**src/rtl/ps2_rx_fifo_axi.sv**
```systemverilog
// rtl/ps2_rx_fifo_axi.sv - PS/2 receiver with scan-code FIFO behind an AXI4 slave register port
//
// Purpose: samples an asynchronous PS/2 device, checks each 11-bit frame and
// queues good bytes in a FIFO that software drains over a single-beat AXI4 slave.
// Registers (offset [3:0]): 0x0 DATA (RO, pops), 0x4 STATUS (RO), 0x8 CTRL (RW),
// 0xC..0xF answer SLVERR.
// Optional feature macro: PS2_IRQ_EN (level interrupt; without it irq is tied 0).
//
// Ports:
//   clock, resetn           system clock, asynchronous active-low reset
//   ps2_clk, ps2_dat        asynchronous PS/2 device clock and data
//   irq                     registered level interrupt
//   io_slave_aw*/w*/b*      AXI write address / data / response channels
//   io_slave_ar*/r*         AXI read address / data channels
module ps2_rx_fifo_axi #(
  parameter int FIFO_DEPTH  = 8,
  parameter int TIMEOUT_CYC = 4096
) (
  input  logic        clock,
  input  logic        resetn,
  input  logic        ps2_clk,
  input  logic        ps2_dat,
  output logic        irq,
  output logic        io_slave_awready,
  input  logic        io_slave_awvalid,
  input  logic [31:0] io_slave_awaddr,
  input  logic [3:0]  io_slave_awid,
  input  logic [7:0]  io_slave_awlen,
  input  logic [2:0]  io_slave_awsize,
  input  logic [1:0]  io_slave_awburst,
  output logic        io_slave_wready,
  input  logic        io_slave_wvalid,
  input  logic [63:0] io_slave_wdata,
  input  logic [7:0]  io_slave_wstrb,
  input  logic        io_slave_wlast,
  input  logic        io_slave_bready,
  output logic        io_slave_bvalid,
  output logic [1:0]  io_slave_bresp,
  output logic [3:0]  io_slave_bid,
  output logic        io_slave_arready,
  input  logic        io_slave_arvalid,
  input  logic [31:0] io_slave_araddr,
  input  logic [3:0]  io_slave_arid,
  input  logic [7:0]  io_slave_arlen,
  input  logic [2:0]  io_slave_arsize,
  input  logic [1:0]  io_slave_arburst,
  input  logic        io_slave_rready,
  output logic        io_slave_rvalid,
  output logic [1:0]  io_slave_rresp,
  output logic [63:0] io_slave_rdata,
  output logic        io_slave_rlast,
  output logic [3:0]  io_slave_rid
);

  localparam int AW = (FIFO_DEPTH > 1) ? $clog2(FIFO_DEPTH) : 1;
  localparam int TW = $clog2(TIMEOUT_CYC + 1);

  typedef enum logic [1:0] {W_IDLE, W_WAIT, W_BRESP} wstate_t;
  typedef enum logic       {R_IDLE, R_DATA}          rstate_t;

  // ---------------------------------------------------------------- receiver
  logic [2:0]    r_clk_sync;
  logic [1:0]    r_dat_sync;
  logic [3:0]    r_bit_cnt;
  logic [7:0]    r_shift;
  logic          r_par;
  logic [TW-1:0] r_to_cnt;

  logic w_sample, w_bit, w_frame_done, w_frame_ok, w_frame_bad, w_timeout;

  // Data goes through one stage fewer so it lines up with the clock stage
  // that first shows the low level.
  assign w_sample     = r_clk_sync[2] & ~r_clk_sync[1];
  assign w_bit        = r_dat_sync[1];
  assign w_frame_done = w_sample && (r_bit_cnt == 4'd10);
  assign w_frame_ok   = w_frame_done && w_bit && (^{r_shift, r_par});
  assign w_frame_bad  = w_frame_done && !(w_bit && (^{r_shift, r_par}));
  assign w_timeout    = !w_sample && (r_bit_cnt != 4'd0) &&
                        (r_to_cnt == TW'(TIMEOUT_CYC - 1));

  always_ff @(posedge clock or negedge resetn) begin
    if (!resetn) begin
      r_clk_sync <= 3'b111;
      r_dat_sync <= 2'b11;
      r_bit_cnt  <= 4'd0;
      r_shift    <= 8'd0;
      r_par      <= 1'b0;
      r_to_cnt   <= '0;
    end else begin
      r_clk_sync <= {r_clk_sync[1:0], ps2_clk};
      r_dat_sync <= {r_dat_sync[0], ps2_dat};
      if (w_sample) begin
        r_to_cnt <= '0;
        if (r_bit_cnt == 4'd0) begin
          // A high start bit is line noise, not a frame.
          if (!w_bit) r_bit_cnt <= 4'd1;
        end else if (r_bit_cnt <= 4'd8) begin
          r_shift   <= {w_bit, r_shift[7:1]};
          r_bit_cnt <= r_bit_cnt + 4'd1;
        end else if (r_bit_cnt == 4'd9) begin
          r_par     <= w_bit;
          r_bit_cnt <= 4'd10;
        end else begin
          r_bit_cnt <= 4'd0;
        end
      end else if (r_bit_cnt != 4'd0) begin
        if (w_timeout) begin
          r_bit_cnt <= 4'd0;
          r_to_cnt  <= '0;
        end else begin
          r_to_cnt <= r_to_cnt + 1'b1;
        end
      end else begin
        r_to_cnt <= '0;
      end
    end
  end

  // -------------------------------------------------------------- AXI decode
  logic          r_arready, r_rvalid, r_rlast;
  logic [1:0]    r_rresp;
  logic [63:0]   r_rdata;
  logic [3:0]    r_rid;
  rstate_t       r_rstate;

  logic          r_awready, r_wready, r_bvalid;
  logic [1:0]    r_bresp;
  logic [3:0]    r_bid;
  wstate_t       r_wstate;
  logic          r_aw_held, r_w_held;
  logic [1:0]    r_awaddr_q;
  logic [3:0]    r_awid_q;
  logic [2:0]    r_wdata_q;
  logic          r_wstrb0_q;

  logic          w_ar_hs, w_aw_hs, w_w_hs, w_do_write, w_ctrl_wr;
  logic [1:0]    w_wr_off;
  logic [3:0]    w_wr_id;
  logic [2:0]    w_wr_data;
  logic          w_wr_strb0;

  assign w_ar_hs    = io_slave_arvalid && r_arready;
  assign w_aw_hs    = io_slave_awvalid && r_awready;
  assign w_w_hs     = io_slave_wvalid && r_wready;
  // The register write fires in the cycle the second of the two beats lands,
  // taking the held half from the capture registers and the other half live.
  assign w_do_write = (r_wstate != W_BRESP) && (r_aw_held || w_aw_hs) &&
                      (r_w_held || w_w_hs);
  assign w_wr_off   = r_aw_held ? r_awaddr_q : io_slave_awaddr[3:2];
  assign w_wr_id    = r_aw_held ? r_awid_q   : io_slave_awid;
  assign w_wr_data  = r_w_held  ? r_wdata_q  : io_slave_wdata[2:0];
  assign w_wr_strb0 = r_w_held  ? r_wstrb0_q : io_slave_wstrb[0];
  assign w_ctrl_wr  = w_do_write && (w_wr_off == 2'd2) && w_wr_strb0;

  // -------------------------------------------------------------------- FIFO
  logic [7:0]    r_mem [FIFO_DEPTH];
  logic [AW-1:0] r_wr_ptr, r_rd_ptr;
  logic [8:0]    r_count;
  logic          r_ovf, r_ferr;
  logic          w_irq_en;

  logic w_nonempty, w_full, w_pop, w_push_ok, w_flush;

  assign w_nonempty = (r_count != 9'd0);
  assign w_full     = (r_count == 9'(FIFO_DEPTH));
  assign w_pop      = w_ar_hs && (io_slave_araddr[3:2] == 2'd0) && w_nonempty;
  // When full, a simultaneous pop frees the slot being written.
  assign w_push_ok  = w_frame_ok && (!w_full || w_pop);
  assign w_flush    = w_ctrl_wr && w_wr_data[1];

  always_ff @(posedge clock) begin
    if (w_push_ok && !w_flush) r_mem[r_wr_ptr] <= r_shift;
  end

  always_ff @(posedge clock or negedge resetn) begin
    if (!resetn) begin
      r_wr_ptr <= '0;
      r_rd_ptr <= '0;
      r_count  <= 9'd0;
    end else if (w_flush) begin
      r_wr_ptr <= '0;
      r_rd_ptr <= '0;
      r_count  <= 9'd0;
    end else begin
      if (w_push_ok) r_wr_ptr <= r_wr_ptr + 1'b1;
      if (w_pop)     r_rd_ptr <= r_rd_ptr + 1'b1;
      r_count <= r_count + {8'd0, w_push_ok} - {8'd0, w_pop};
    end
  end

  // Sticky flags: a new error in the clearing cycle is kept.
  always_ff @(posedge clock or negedge resetn) begin
    if (!resetn) begin
      r_ovf  <= 1'b0;
      r_ferr <= 1'b0;
    end else begin
      if (w_ctrl_wr && w_wr_data[2]) begin
        r_ovf  <= 1'b0;
        r_ferr <= 1'b0;
      end
      if (w_frame_ok && w_full && !w_pop) r_ovf  <= 1'b1;
      if (w_frame_bad || w_timeout)       r_ferr <= 1'b1;
    end
  end

`ifdef PS2_IRQ_EN
  logic r_irq_en, r_irq;
  always_ff @(posedge clock or negedge resetn) begin
    if (!resetn) begin
      r_irq_en <= 1'b0;
      r_irq    <= 1'b0;
    end else begin
      if (w_ctrl_wr) r_irq_en <= w_wr_data[0];
      r_irq <= r_irq_en && (w_nonempty || r_ovf);
    end
  end
  assign w_irq_en = r_irq_en;
  assign irq      = r_irq;
`else
  assign w_irq_en = 1'b0;
  assign irq      = 1'b0;
`endif

  // --------------------------------------------------------------- read path
  logic [31:0] w_rd_val;
  logic        w_rd_err;

  always_comb begin
    w_rd_val = 32'd0;
    w_rd_err = 1'b0;
    case (io_slave_araddr[3:2])
      2'd0:    if (w_nonempty) w_rd_val = {23'd0, 1'b1, r_mem[r_rd_ptr]};
      2'd1:    w_rd_val = {20'd0, w_irq_en, r_ferr, r_ovf, r_count};
      2'd2:    w_rd_val = {31'd0, w_irq_en};
      default: w_rd_err = 1'b1;
    endcase
  end

  always_ff @(posedge clock or negedge resetn) begin
    if (!resetn) begin
      r_rstate  <= R_IDLE;
      r_arready <= 1'b1;
      r_rvalid  <= 1'b0;
      r_rlast   <= 1'b0;
      r_rresp   <= 2'b00;
      r_rdata   <= 64'd0;
      r_rid     <= 4'd0;
    end else begin
      case (r_rstate)
        R_IDLE: begin
          if (io_slave_arvalid) begin
            r_arready <= 1'b0;
            r_rvalid  <= 1'b1;
            r_rlast   <= 1'b1;
            r_rid     <= io_slave_arid;
            r_rdata   <= {w_rd_val, w_rd_val};
            r_rresp   <= w_rd_err ? 2'b10 : 2'b00;
            r_rstate  <= R_DATA;
          end
        end
        R_DATA: begin
          if (io_slave_rready) begin
            r_rvalid  <= 1'b0;
            r_rlast   <= 1'b0;
            r_arready <= 1'b1;
            r_rstate  <= R_IDLE;
          end
        end
        default: r_rstate <= R_IDLE;
      endcase
    end
  end

  // -------------------------------------------------------------- write path
  always_ff @(posedge clock or negedge resetn) begin
    if (!resetn) begin
      r_wstate   <= W_IDLE;
      r_awready  <= 1'b1;
      r_wready   <= 1'b1;
      r_bvalid   <= 1'b0;
      r_bresp    <= 2'b00;
      r_bid      <= 4'd0;
      r_aw_held  <= 1'b0;
      r_w_held   <= 1'b0;
      r_awaddr_q <= 2'd0;
      r_awid_q   <= 4'd0;
      r_wdata_q  <= 3'd0;
      r_wstrb0_q <= 1'b0;
    end else begin
      case (r_wstate)
        W_IDLE, W_WAIT: begin
          if (w_aw_hs) begin
            r_aw_held  <= 1'b1;
            r_awready  <= 1'b0;
            r_awaddr_q <= io_slave_awaddr[3:2];
            r_awid_q   <= io_slave_awid;
          end
          if (w_w_hs) begin
            r_w_held   <= 1'b1;
            r_wready   <= 1'b0;
            r_wdata_q  <= io_slave_wdata[2:0];
            r_wstrb0_q <= io_slave_wstrb[0];
          end
          if (w_do_write) begin
            r_wstate  <= W_BRESP;
            r_bvalid  <= 1'b1;
            r_bresp   <= (w_wr_off == 2'd3) ? 2'b10 : 2'b00;
            r_bid     <= w_wr_id;
            r_aw_held <= 1'b0;
            r_w_held  <= 1'b0;
            r_awready <= 1'b0;
            r_wready  <= 1'b0;
          end else if (w_aw_hs || w_w_hs) begin
            r_wstate <= W_WAIT;
          end
        end
        W_BRESP: begin
          if (io_slave_bready) begin
            r_bvalid  <= 1'b0;
            r_awready <= 1'b1;
            r_wready  <= 1'b1;
            r_wstate  <= W_IDLE;
          end
        end
        default: r_wstate <= W_IDLE;
      endcase
    end
  end

  assign io_slave_arready = r_arready;
  assign io_slave_rvalid  = r_rvalid;
  assign io_slave_rlast   = r_rlast;
  assign io_slave_rresp   = r_rresp;
  assign io_slave_rdata   = r_rdata;
  assign io_slave_rid     = r_rid;
  assign io_slave_awready = r_awready;
  assign io_slave_wready  = r_wready;
  assign io_slave_bvalid  = r_bvalid;
  assign io_slave_bresp   = r_bresp;
  assign io_slave_bid     = r_bid;

  // Burst attributes and upper address/data lanes carry no meaning here.
  logic w_unused_ok;
  assign w_unused_ok = ^{io_slave_awaddr[31:4], io_slave_awaddr[1:0],
                         io_slave_araddr[31:4], io_slave_araddr[1:0],
                         io_slave_awlen, io_slave_awsize, io_slave_awburst,
                         io_slave_arlen, io_slave_arsize, io_slave_arburst,
                         io_slave_wdata[63:3], io_slave_wstrb[7:1],
                         io_slave_wlast, w_wr_data[0]};

endmodule

```
**config.mk**
```make
export PLATFORM = sky130hd
export DESIGN_NAME = ps2_rx_fifo_axi
export DESIGN_NICKNAME = d
export VERILOG_FILES = /design/src/rtl/ps2_rx_fifo_axi.sv
export SDC_FILE = /design/constraint.sdc
export NUM_CORES = 1
export LEC_CHECK = 0
export BUFFER_PORTS_ARGS = -buffer_cell sky130_fd_sc_hd__buf_4
export CAP_MARGIN = 20
export CORE_ASPECT_RATIO = 0.6
export CORE_MARGIN = 1
export CORE_UTILIZATION = 35
export DETAILED_ROUTE_END_ITERATION = 7
export GPL_ROUTABILITY_DRIVEN = 1
export GPL_TIMING_DRIVEN = 0
export SKIP_CTS_REPAIR_TIMING = 1
export SLEW_MARGIN = 20
export SYNTH_ARGS = -nofsm -noshare
export SYNTH_HDL_FRONTEND = slang
export SYNTH_SLANG_ARGS = --single-unit
```
**constraint.sdc**
```tcl
create_clock -name clock -period 5.37 [get_ports clock]
set_clock_uncertainty 0.05 [all_clocks]
set_input_delay 1.074 -clock clock [delete_from_list [all_inputs] [get_ports clock]]
set_output_delay 1.074 -clock clock [all_outputs]
set_load 0.01 [all_outputs]
```
# --- After elaboration in Yosys (flattened, before gate mapping) ---
# Memory sizes are Yosys's and may differ from the RTL's.
# Cells that the tools add are included.
word_totals:
  ff_bits: 144
  mem_bits_rw: 64
  output_inout_bits: 83
  elab_cells: 179
  n_memories: 1
classes:
  addsub: 6
  magnitude_cmp: 1
  n_eq_ne: 19
  muxes: 55
  bitwise: 5
  n_reduce_logical: 63
memory_table:
  columns: ["memory", "depth", "word_bits", "rd", "rd_ports_with_merged_regs", "wr", "line_no", "source"]
  rows:
  - ["r_mem", 8, 8, 1, 0, 1, "156", "logic [7:0] r_mem [FIFO_DEPTH];"]
op_table:
  columns: ["op", "count"]
  rows:
  - ["$mux 13", 3]
  - ["$mux 4", 8]
  - ["$mux 1", 23]
  - ["$logic_and 1x1->1", 22]
  - ["$pmux 11 s2", 1]
  - ["$mux 9", 2]
  - ["$reduce_bool 2->1", 9]
  - ["$reduce_and 2->1", 8]
  - ["$mux 3", 5]
  - ["$reduce_and 3->1", 5]
  - ["$add 13x1->13 const B", 1]
  - ["$eq 13x12->1 const B", 1]
  - ["$mux 2", 6]
  - ["$ne 3x3->1 const B", 4]
  - ["$pmux 1 s2", 6]
  - ["$ne 2x2->1 const B", 5]
  - ["$add 9x1->9", 1]
  - ["$eq 9x4->1 const B", 1]
  - ["$reduce_bool 9->1", 1]
  - ["$reduce_xor 9->1", 1]
  - ["$sub 9x1->9", 1]
  - ["$eq 2x2->1 const B", 4]
  - ["$eq 4x4->1 const B", 2]
  - ["$add 3x1->3 const B", 2]
  - ["14 further kinds", 27]

# --- Depth between registers and ports, before layout ---
# Gate-level depths: netlist of run 1.
depth:
  word_depth: 11
  ltp_mapped: 15
  ltp_nobuf: 14

# --- Worst setup path after synthesis of run 1 ---
# No wires, ideal clock.
synth_path:
  kind: "input -> register"
  from: "input port io_slave_araddr[3]"
  to: "register r_count[8]"
  arrival_time_ps: 3654
  path_slack_ps: 1539
  path_stages: 14
  cell_sequence: "or2_2 > or3_1 > nand3_1 > nand3_2 > buf_6 > ha_1 > inv_1 > ha_1 > fa_1 > a21oi_1 > o21bai_1 > a211oi_1 > o21ai_0 > nor3b_1"
synth_between:
  elab_chain_cells: 8
synth_rtl:
  columns: ["item", "line_no", "source"]
  rows:
  - ["start, declared", "42", "input logic [31:0] io_slave_araddr,"]
  - ["$logic_not 2->1 *", "166", "assign w_pop = w_ar_hs && (io_slave_araddr[3:2] == 2'd0) && w_nonempty;"]
  - ["$logic_and 1x1->1 * (2 in a row)", "166", null]
  - ["$logic_or 1x1->1", "168", "assign w_push_ok = w_frame_ok && (!w_full || w_pop);"]
  - ["$logic_and 1x1->1", "168", null]
  - ["$add 9x1->9", "187", "r_count <= r_count + {8'd0, w_push_ok} - {8'd0, w_pop};"]
  - ["$sub 9x1->9 *", "187", null]
  - ["$mux 9 *", "180", "end else if (w_flush) begin"]
  - ["end signal, assigned", "187", null]
  - ["end, declared", "158", "logic [8:0] r_count;"]
# Mark *: on every way between the ends. The rest lies on a longest branch, timed or not.
# A chain may end at the register's enable or synchronous reset.

# --- Final worst setup path of run 1 ---
# Same ends and word-level chain as after synthesis.

==> results.sh, run 1 <==
export IMPL_numCtsBuffers=17
export IMPL_fin_crit_sh_pct=75.14
export IMPL_status="complete, no violations"
export IMPL_drv_cap=0
export IMPL_synthCells=573
export IMPL_nNetsFinal=901
export IMPL_path_common_cell="ha_1"
export IMPL_io_buffers=61
export IMPL_ios=263
export IMPL_synthFlopType="dfrtp_1"
export IMPL_layout_cells_non_filler=986
export IMPL_die_h_um=113.4
export IMPL_ys_async_sr_fraction_pct=57.89
export IMPL_min_period_ps=4035
export IMPL_drc=0
export IMPL_hp_class="flip-flop to flip-flop"
export IMPL_wl_per_cell_um=14.95
export IMPL_synth_edf_count=64
export IMPL_syn_area_um2=7238
export IMPL_drive_gt1_share_pct=31.00
export IMPL_yosysWarnings=0
export IMPL_mostFrequentLayoutCells="buf_4, dfrtp_1, edfxtp_1, nor2_1, conb_1"
export IMPL_postSynthAreaPerCell_um2=12.63
export IMPL_finalPower_mw=4.134
export IMPL_grt_pass1_vias=4590
export IMPL_seq_area_frac_synth_pct=57.11
export IMPL_drv_slew=0
export IMPL_dpl_cell_area_um2=8269
export IMPL_required_ps=5640
export IMPL_antenna_cells=0
export IMPL_cts_root_buf="clkbuf_16"
export IMPL_critPathArrivalTime_ps=4310
export IMPL_finalHoldViolations=0
export IMPL_core_um2=20120
export IMPL_endpoint_kind="flip-flop"
export IMPL_grtUsageMet2_pct=21.80
export IMPL_grt_usage_pct=14.78
export IMPL_setup_viol=0
export IMPL_cts_max_level=4
export IMPL_vias=4486
export IMPL_worst_slew_pin_slew_ps=1137
export IMPL_grt_use_met1_pct=22.06
export IMPL_clkTransAtPathRegs_ps=70
export IMPL_clk_path_buf_depth=2
export IMPL_final_common_cell="buf_4"
export IMPL_numClockSinks=152
export IMPL_cellPowerDensity_nw_per_um2=467.4
export IMPL_initial_core_util_pct=35.98
export IMPL_peakVddDrop_v=0.0002805
export IMPL_avgViaCountPerCell=4.550
export IMPL_die_area_um2=21280
export IMPL_pwr_share_comb_pct=32.1
export IMPL_crit_path_start_kind="input port"
export IMPL_fmax_mhz=247.8
export IMPL_swShare_pct=33.16
export IMPL_synth_area_leaders="dfrtp_1, edfxtp_1, buf_4, mux4_2, mux2_2"
export IMPL_rsz0062_at_grt="no"
export IMPL_fin_area_um2=8846
export IMPL_cts_tree="done"
export IMPL_p_int_mw=2.763
export IMPL_switching_power_mw=1.371
export IMPL_clock_latency_ps=410
export IMPL_grt_busiest_layer="met1"
export IMPL_ant_nets=0
export IMPL_criticalPathCategory="input port to flip-flop"
export IMPL_whs_ps=306.1
export IMPL_grt_max_degree=58
export IMPL_grt_use_met3_pct=2.985
export IMPL_p_leak_nw=3.886
export IMPL_routed_wl_mm=14.74
export IMPL_placementRows=40
export IMPL_syn_to_final_growth_pct=22.21
export IMPL_synth_distinct_cells=53
export IMPL_grt_overflow=0
export IMPL_dp_hpwl_mm=10.50
export IMPL_dp_cells=954
export IMPL_p_clk_share_pct=28.0
export IMPL_seqPwrFrac_pct=39.9
export IMPL_synth_top_area_share_pct=27.66
export IMPL_crit_path_top_delay_cell="fa_1"
export IMPL_grt_pass1_wl_mm=24.42
export IMPL_drtPass1Iterations=4
export IMPL_synth_seq_cells=152
export IMPL_antenna_found_initial=0
export IMPL_fp_dieW_um=187.7
export IMPL_critical_path_max_stage_delay_ps=420
export IMPL_fin_setup_tns_ps=0
export IMPL_slew_headroom_pct=23.58
export IMPL_n_fill_cell=1857
export IMPL_synth_top_area_cell="dfrtp_1"
export IMPL_drt_iter0_drc=203
export IMPL_place_congestion=0.8261
export IMPL_crit_fanout=10
export IMPL_path_cells="buf_4, or2_2, or3_1, nand3_1, nand3_2, buf_6, ha_1, inv_1, ha_1, fa_1, a21oi_1, o21bai_1, a211oi_1, nor3_1, nor3b_1"
-- per-stage QoR --
step / setup slack [ps] / util, %
2_1_floorplan: 1539 / -
3_3_place_gp: 1007 / 40.77
3_5_place_dp: 991.5 / 41.10
4_1_cts: 1372 / 43.92
5_1_grt: 1155 / 43.97
6_report: 1335 / 43.97
-- worst max-delay path: cells and delay by family --
kind	cells	cell delay, ps
AOI/OAI and AO/OA	3	630
buffers and inverters	3	350
and+or+nand+nor	6	1360
adders and majority gates	3	890
-- synthesized netlist by cell type (3+ instances only) --
master and instances:
a211oi_1 3, nand2b_1 9, a22o_1 3, mux4_2 16, nor2b_1 6, edfxtp_1 64
and2_1 3, nand2_1 35, nor3b_1 3, inv_1 20, mux2_2 25, nor3_1 11
and3_1 4, xnor2_1 12, mux2i_1 21, buf_2 5, dfrtp_1 80, xor2_1 7
a21o_1 6, ha_1 20, buf_4 57, nand3_1 10, a21oi_1 28, or3_1 4
o21ai_0 20, nor2_1 50, dfstp_2 8, o21bai_1 3, clkbuf_1 10
-- power by group through the flow --
stage | Clock, mW | Sequential, mW | Combinational (mW)
2_1_floorplan | 0 | 1.61 | 0.974
3_3_place_gp | 0 | 1.65 | 1.28
3_5_place_dp | 0 | 1.67 | 1.33
4_1_cts | 1.18 | 1.65 | 1.34
5_1_grt | 1.24 | 1.68 | 1.48
6_report | 1.16 | 1.65 | 1.33
-- registers in the layout, summed over array words and instances, names as in the netlist, 4 cells and up --
name,flops
r_mem,64
r_to_cnt,13
io_slave_rdata,11
r_count,9
r_shift,8
io_slave_bid,4
io_slave_rid,4
r_awid_q,4
r_bit_cnt,4
-- routing by layer --
metal / routed length [µm] / vias to the layer above
met5: 0 / -
met4: 98 / 0
met3: 708 / 13
met2: 6278 / 103
met1: 7654 / 2185
li1: - / 2185
-- cell type report --
cell class | count | area (µm²) | share of cell area, %
Timing Repair Buffer | 64 | 498.0 | 5.629
Clock buffer | 17 | 425.4 | 4.809
Buffer | 75 | 509.2 | 5.757
Clock inverter | 15 | 142.6 | 1.612
Inverter | 20 | 75.07 | 0.8487
Tap cell | 273 | 341.6 | 3.861
Sequential cell | 152 | 4134 | 46.73
Multi-Input combinational cell | 370 | 2720 | 30.75
-- cell families (layout without fill, tap and decap cells) --
family          after synthesis  in the layout  share of synthesized area (%)
mux                          63             63                          11.96
simple gates                147            147                          9.957
buf+inv                      95            191                          8.073
flops                       152            152                          57.11
compound gates               73             73                          6.189
other cells                   1             45                        0.05181
fa+ha+maj                    21             21                          3.734
xor+xnor                     21             21                          2.921
-- path summary, 6_finish.rpt --
kind | startpoint | end | slack [ps] | cells past startpoint
setup / recovery | io_slave_araddr[3] | r_count[8] | 1330 | 15
setup reg to reg | r_shift[1] | r_count[8] | 1440 | 14
min in group asynchronous | resetn | io_slave_rresp[1] | 570 | 1
hold / removal | r_clk_sync[0] | r_clk_sync[1] | 310 | 0
hold reg to reg | r_clk_sync[0] | r_clk_sync[1] | 310 | 0
max in group asynchronous | resetn | io_slave_wready | 4010 | 2
Note: power is estimated with default switching activity, not from simulation.
==> run 2, diff against run 1 <==
clock period = 3.5 ns   (was 5.37 ns; I/O delays follow)
==> run 2 against run 1 <==
Compared with the run above: total power is 59% higher; flip-flop and latch count stayed put; critical path depth stayed put; die area stayed put; cell count is 1.4% higher; clock power is 53% higher; sequential power is 50% higher; register-to-register slack worse by 1300 ps; routed wire length is 1.4% higher; non-clock buffer count is 14 higher; combinational power is 75% higher.
==> results.sh, run 2 (same netlist as run 1, synthesis figures left out) <==
export IMPL_grt_overflow=0
export IMPL_grt_usage_pct=14.78
export IMPL_drc=0
export IMPL_cp_buffers_inverters=3
export IMPL_crit_family="simple AND/OR/NAND/NOR gates"
export IMPL_status="complete, no violations"
export IMPL_switching_power_mw=2.171
export IMPL_numCtsBuffers=17
export IMPL_path_common_cell="nand3_2"
export IMPL_critical_path_max_stage_delay_ps=380
export IMPL_dp_hpwl_mm=10.50
export IMPL_cts_tree="done"
export IMPL_fin_crit_sh_pct=96.90
export IMPL_die_area_um2=21280
export IMPL_vias=4512
export IMPL_clkTransAtPathRegs_ps=70
export IMPL_cellPowerDensity_nw_per_um2=728.6
export IMPL_wl_per_cell_um=14.95
export IMPL_fp_dieW_um=187.7
export IMPL_setup_viol=0
export IMPL_avgViaCountPerCell=4.512
export IMPL_swShare_pct=33.02
export IMPL_hp_class="input port to asynchronous set/reset pin"
export IMPL_layout_cells_non_filler=1000
export IMPL_seqPwrFrac_pct=37.6
export IMPL_antenna_cells=0
export IMPL_syn_to_final_growth_pct=24.65
export IMPL_io_buffers=61
export IMPL_crit_fanout=4
export IMPL_grt_pass1_vias=4590
export IMPL_largest_reg_flops=64
export IMPL_cts_max_level=4
export IMPL_place_congestion=0.8261
export IMPL_p_clk_share_pct=26.9
export IMPL_finalHoldViolations=0
export IMPL_slew_headroom_pct=23.78
export IMPL_n_fill_cell=1846
export IMPL_grt_max_degree=58
export IMPL_endpoint_kind="flip-flop"
export IMPL_fmax_mhz=294.9
export IMPL_antenna_found_initial=0
export IMPL_min_period_ps=3392
export IMPL_drtPass1Iterations=7
export IMPL_initial_core_util_pct=35.98
export IMPL_clock_latency_ps=410
export IMPL_criticalPathCategory="input port to flip-flop"
export IMPL_mostFrequentLayoutCells="buf_4, dfrtp_1, edfxtp_1, nor2_1, conb_1"
export IMPL_ios=263
export IMPL_drv_cap=0
export IMPL_top_register="r_mem"
export IMPL_worst_slew_pin_slew_ps=1134
export IMPL_drv_slew=0
export IMPL_crit_path_start_kind="input port"
export IMPL_die_h_um=113.4
export IMPL_core_um2=20120
export IMPL_clk_path_buf_depth=2
export IMPL_routed_wl_mm=14.95
export IMPL_critPathArrivalTime_ps=3660
export IMPL_numClockSinks=152
export IMPL_crit_path_top_delay_cell="or3_1"
export IMPL_path_cells="buf_4, or2_2, or3_1, nand3_2, nand3_2, buf_12, ha_1, inv_1, ha_2, fa_2, a21oi_2, o21bai_2, a211oi_2, nor3_1, nor3b_1"
export IMPL_whs_ps=194.9
export IMPL_dp_cells=954
export IMPL_peakVddDrop_v=0.0004479
export IMPL_p_leak_nw=3.963
export IMPL_cts_root_buf="clkbuf_16"
export IMPL_nNetsFinal=915
export IMPL_grt_pass1_wl_mm=24.42
export IMPL_ant_nets=0
export IMPL_final_common_cell="buf_4"
export IMPL_drive_gt1_share_pct=34.80
export IMPL_p_int_mw=4.403
export IMPL_required_ps=3770
export IMPL_placementRows=40
export IMPL_pwr_share_comb_pct=35.5
export IMPL_drt_iter0_drc=195
[run 2: cell count changes in the layout (fill, tap and decap cells not counted), sizes merged]
cell	change
buf	+14
[run 2: worst paths after layout]
path | start | end | slack [ps] | depth (start not counted)
max | io_slave_araddr[3] | r_count[8] | 110 | 15
min | resetn | io_slave_rresp[1] | 190 | 1
max reg2reg | r_shift[3] | r_count[8] | 120 | 14
min reg2reg | r_clk_sync[0] | r_clk_sync[1] | 310 | 0
max in group asynchronous | resetn | io_slave_wready | 2510 | 2
min in group clock | r_clk_sync[0] | r_clk_sync[1] | 310 | 0
[run 2: through the flow]
step                      power, mW  area, µm²  TNS, ps  utilization [%]  setup slack, ps
after global placement        4.504       8203    -7108            40.77           -489.1
final                         6.574       9022        0            44.84            108.5
after detailed placement      4.603       8269    -1633            41.10           -504.5
after global routing          7.003       9022   -9.755            44.84           -7.751
after floorplan               3.960       7403        0                -            42.80
after CTS                     6.400       8837   -819.9            43.92           -421.3
[run 2: metal layers]
| metal | wire (µm) | global-route usage (%) | vias to the layer above |
|---|---|---|---|
| met1 | 7501 | 22.06 | 2168 |
| li1 | - | - | 2210 |
| met2 | 6347 | 21.80 | 121 |
| met5 | 0 | 0 | - |
| met4 | 117 | 4.065 | 0 |
| met3 | 980 | 2.985 | 13 |
[run 2: power by group through the flow]
stage	Clock, mW	Combinational [mW]	Sequential (mW)
finish	1.77	2.33	2.47
global route	1.90	2.59	2.51
CTS	1.81	2.05	2.53
detailed placement	0	2.03	2.57
global placement	0	1.97	2.54
floorplan	0	1.49	2.47
[run 2: area by class of cell]
| type | count | area, µm² | area share [%] |
|---|---|---|---|
| buffer | 75 | 518.0 | 5.741 |
| clock buffer | 17 | 425.4 | 4.715 |
| clock inverter | 15 | 142.6 | 1.581 |
| inverter | 20 | 75.07 | 0.8321 |
| multi-input combinational | 370 | 2774 | 30.74 |
| sequential | 152 | 4143 | 45.92 |
| tap | 273 | 341.6 | 3.786 |
| timing repair buffer | 78 | 603.1 | 6.684 |
==> run 3, diff against run 2 <==
PLACE_DENSITY = 0.68   (was unset)
==> run 3 against run 2 <==
Compared with the run above: combinational power is 2% lower; count of clock-buffer cells in the layout rose by 4; global-route usage is 0.27 points lower; highest routed layer unchanged; worst hold slack better by 89 ps.
==> results.sh, run 3 (same netlist as run 1, synthesis figures left out) <==
export IMPL_initial_core_util_pct=35.98
export IMPL_largest_reg_flops=64
export IMPL_top_register="r_mem"
export IMPL_cts_root_buf="clkbuf_16"
export IMPL_dpl_cell_area_um2=8240
export IMPL_numCtsBuffers=17
export IMPL_clock_latency_ps=430
export IMPL_crit_path_top_delay_cell="xnor3_1"
export IMPL_clk_path_buf_depth=2
export IMPL_pwr_share_comb_pct=35.3
export IMPL_drv_slew=0
export IMPL_drt_iter0_drc=257
export IMPL_slew_headroom_pct=26.37
export IMPL_routed_wl_mm=14.70
export IMPL_finalHoldViolations=0
export IMPL_grt_pass1_vias=4356
export IMPL_grt_use_met1_pct=22.27
export IMPL_critPathArrivalTime_ps=3690
export IMPL_grt_busiest_layer="met1"
export IMPL_place_congestion=0.8056
export IMPL_avgViaCountPerCell=4.531
export IMPL_drv_cap=0
export IMPL_grt_usage_pct=14.51
export IMPL_swShare_pct=32.96
export IMPL_die_area_um2=21280
export IMPL_whs_ps=284.2
export IMPL_crit_fanout=6
export IMPL_vias=4526
export IMPL_fin_crit_sh_pct=97.00
export IMPL_ios=263
export IMPL_hp_class="input port to asynchronous set/reset pin"
export IMPL_drive_gt1_share_pct=34.16
export IMPL_p_int_mw=4.357
export IMPL_grt_pass1_wl_mm=23.49
export IMPL_layout_cells_non_filler=999
export IMPL_p_clk_share_pct=26.5
export IMPL_dp_hpwl_mm=10.17
export IMPL_peakVddDrop_v=0.0004426
export IMPL_fmax_mhz=294.6
export IMPL_dp_cells=952
export IMPL_nNetsFinal=914
export IMPL_grtUsageMet2_pct=18.96
export IMPL_final_common_cell="buf_4"
export IMPL_setup_viol=0
export IMPL_worst_slew_pin_slew_ps=1095
export IMPL_cts_max_level=4
export IMPL_core_um2=20120
export IMPL_wl_per_cell_um=14.71
export IMPL_rsz0062_at_grt="yes"
export IMPL_grt_max_degree=89
export IMPL_path_cells="xor2_1, xnor3_1, mux2i_4, nand3_2, buf_12, ha_4, inv_2, ha_4, fa_2, a21oi_2, o21bai_2, a211oi_2, nor3_1, nor3b_1"
export IMPL_crit_path_start_kind="flip-flop"
export IMPL_grt_use_met3_pct=4.400
export IMPL_p_leak_nw=3.928
export IMPL_fin_setup_tns_ps=0
export IMPL_io_buffers=61
export IMPL_die_h_um=113.4
export IMPL_criticalPathCategory="flip-flop to flip-flop"
export IMPL_clkTransAtPathRegs_ps=60
export IMPL_fin_area_um2=8987
export IMPL_critical_path_max_stage_delay_ps=440
export IMPL_antenna_cells=0
export IMPL_r2r_slack_ps=110
export IMPL_ant_nets=0
export IMPL_min_period_ps=3395
export IMPL_mostFrequentLayoutCells="buf_4, dfrtp_1, edfxtp_1, nor2_1, conb_1"
export IMPL_path_common_cell="ha_4"
export IMPL_seqPwrFrac_pct=38.2
export IMPL_grt_overflow=0
export IMPL_crit_family="adder cells"
export IMPL_drc=0
export IMPL_fp_dieW_um=187.7
export IMPL_cts_tree="done"
export IMPL_status="complete, no violations"
export IMPL_numClockSinks=152
export IMPL_drtPass1Iterations=5
export IMPL_syn_to_final_growth_pct=24.17
export IMPL_endpoint_kind="flip-flop"
export IMPL_cellPowerDensity_nw_per_um2=723.1
export IMPL_cp_buffers_inverters=2
export IMPL_antenna_found_initial=0
export IMPL_placementRows=40
export IMPL_switching_power_mw=2.142
export IMPL_required_ps=3790
-- run 3: cell types whose count changed in the layout (fill, tap and decap cells not counted), sizes merged --
cell	previous run	this run
clkbuf	27	31
buf	143	142
inv	26	21
clkinv	5	6
-- run 3: final cells by class --
cell class	count	area, µm²
well taps	273	341.6
multi-input cells	370	2785
inverters	20	75.07
fillers	1823	11130
clock inverters	11	102.6
plain buffers	75	518.0
clock buffers	21	440.4
repair buffers	77	581.8
flip-flops and latches	152	4143
-- run 3: per-stage QoR --
stage / worst slack, ps / total power, mW / utilization, %
floorplan: 42.80 / 3.960 / -
detailed placement: -486.1 / 4.591 / 40.96
global route: -79.14 / 6.871 / 44.67
CTS: -403.0 / 6.334 / 43.66
global placement: -472.2 / 4.532 / 40.77
finish: 105.0 / 6.499 / 44.67
-- run 3: power groups by stage --
| stage | sequential [mW] | clock [mW] | combinational (mW) |
|---|---|---|---|
| finish | 2.48 | 1.72 | 2.29 |
| global route | 2.52 | 1.84 | 2.51 |
| CTS | 2.54 | 1.76 | 2.04 |
| detailed placement | 2.57 | 0 | 2.02 |
| global placement | 2.55 | 0 | 1.98 |
| floorplan | 2.47 | 0 | 1.49 |
-- run 3: per-layer routing --
layer / vias up / routed length (µm) / part of all wire, %
met5: - / 0 / 0
met4: 0 / 193 / 1.3
met1: 2157 / 7532 / 51
met3: 19 / 952 / 6.5
li1: 2209 / - / -
met2: 141 / 6017 / 41
-- run 3: worst reg2reg max path, cell delays in order (launching register included) --
cell and delay, ps:
dfrtp_2 420, xor2_1 160, xnor3_1 440, mux2i_4 290, nand3_2 140, buf_12 160, ha_4 260, inv_2 40
ha_4 150, fa_2 380, a21oi_2 160, o21bai_2 120, a211oi_2 250, nor3_1 90, nor3b_1 190
-- run 3: worst paths after layout --
| path | startpoint | end | cells past startpoint |
|---|---|---|---|
| worst min register to register | r_dat_sync[0] | r_dat_sync[1] | 0 |
| worst min-delay path | resetn | r_to_cnt[2] | 1 |
| worst max register to register | r_shift[4] | r_count[8] | 14 |
| max in group asynchronous | resetn | r_shift[4] | 1 |
| min in group clock | r_dat_sync[0] | r_dat_sync[1] | 0 |
| worst max-delay path | r_shift[4] | r_count[8] | 14 |
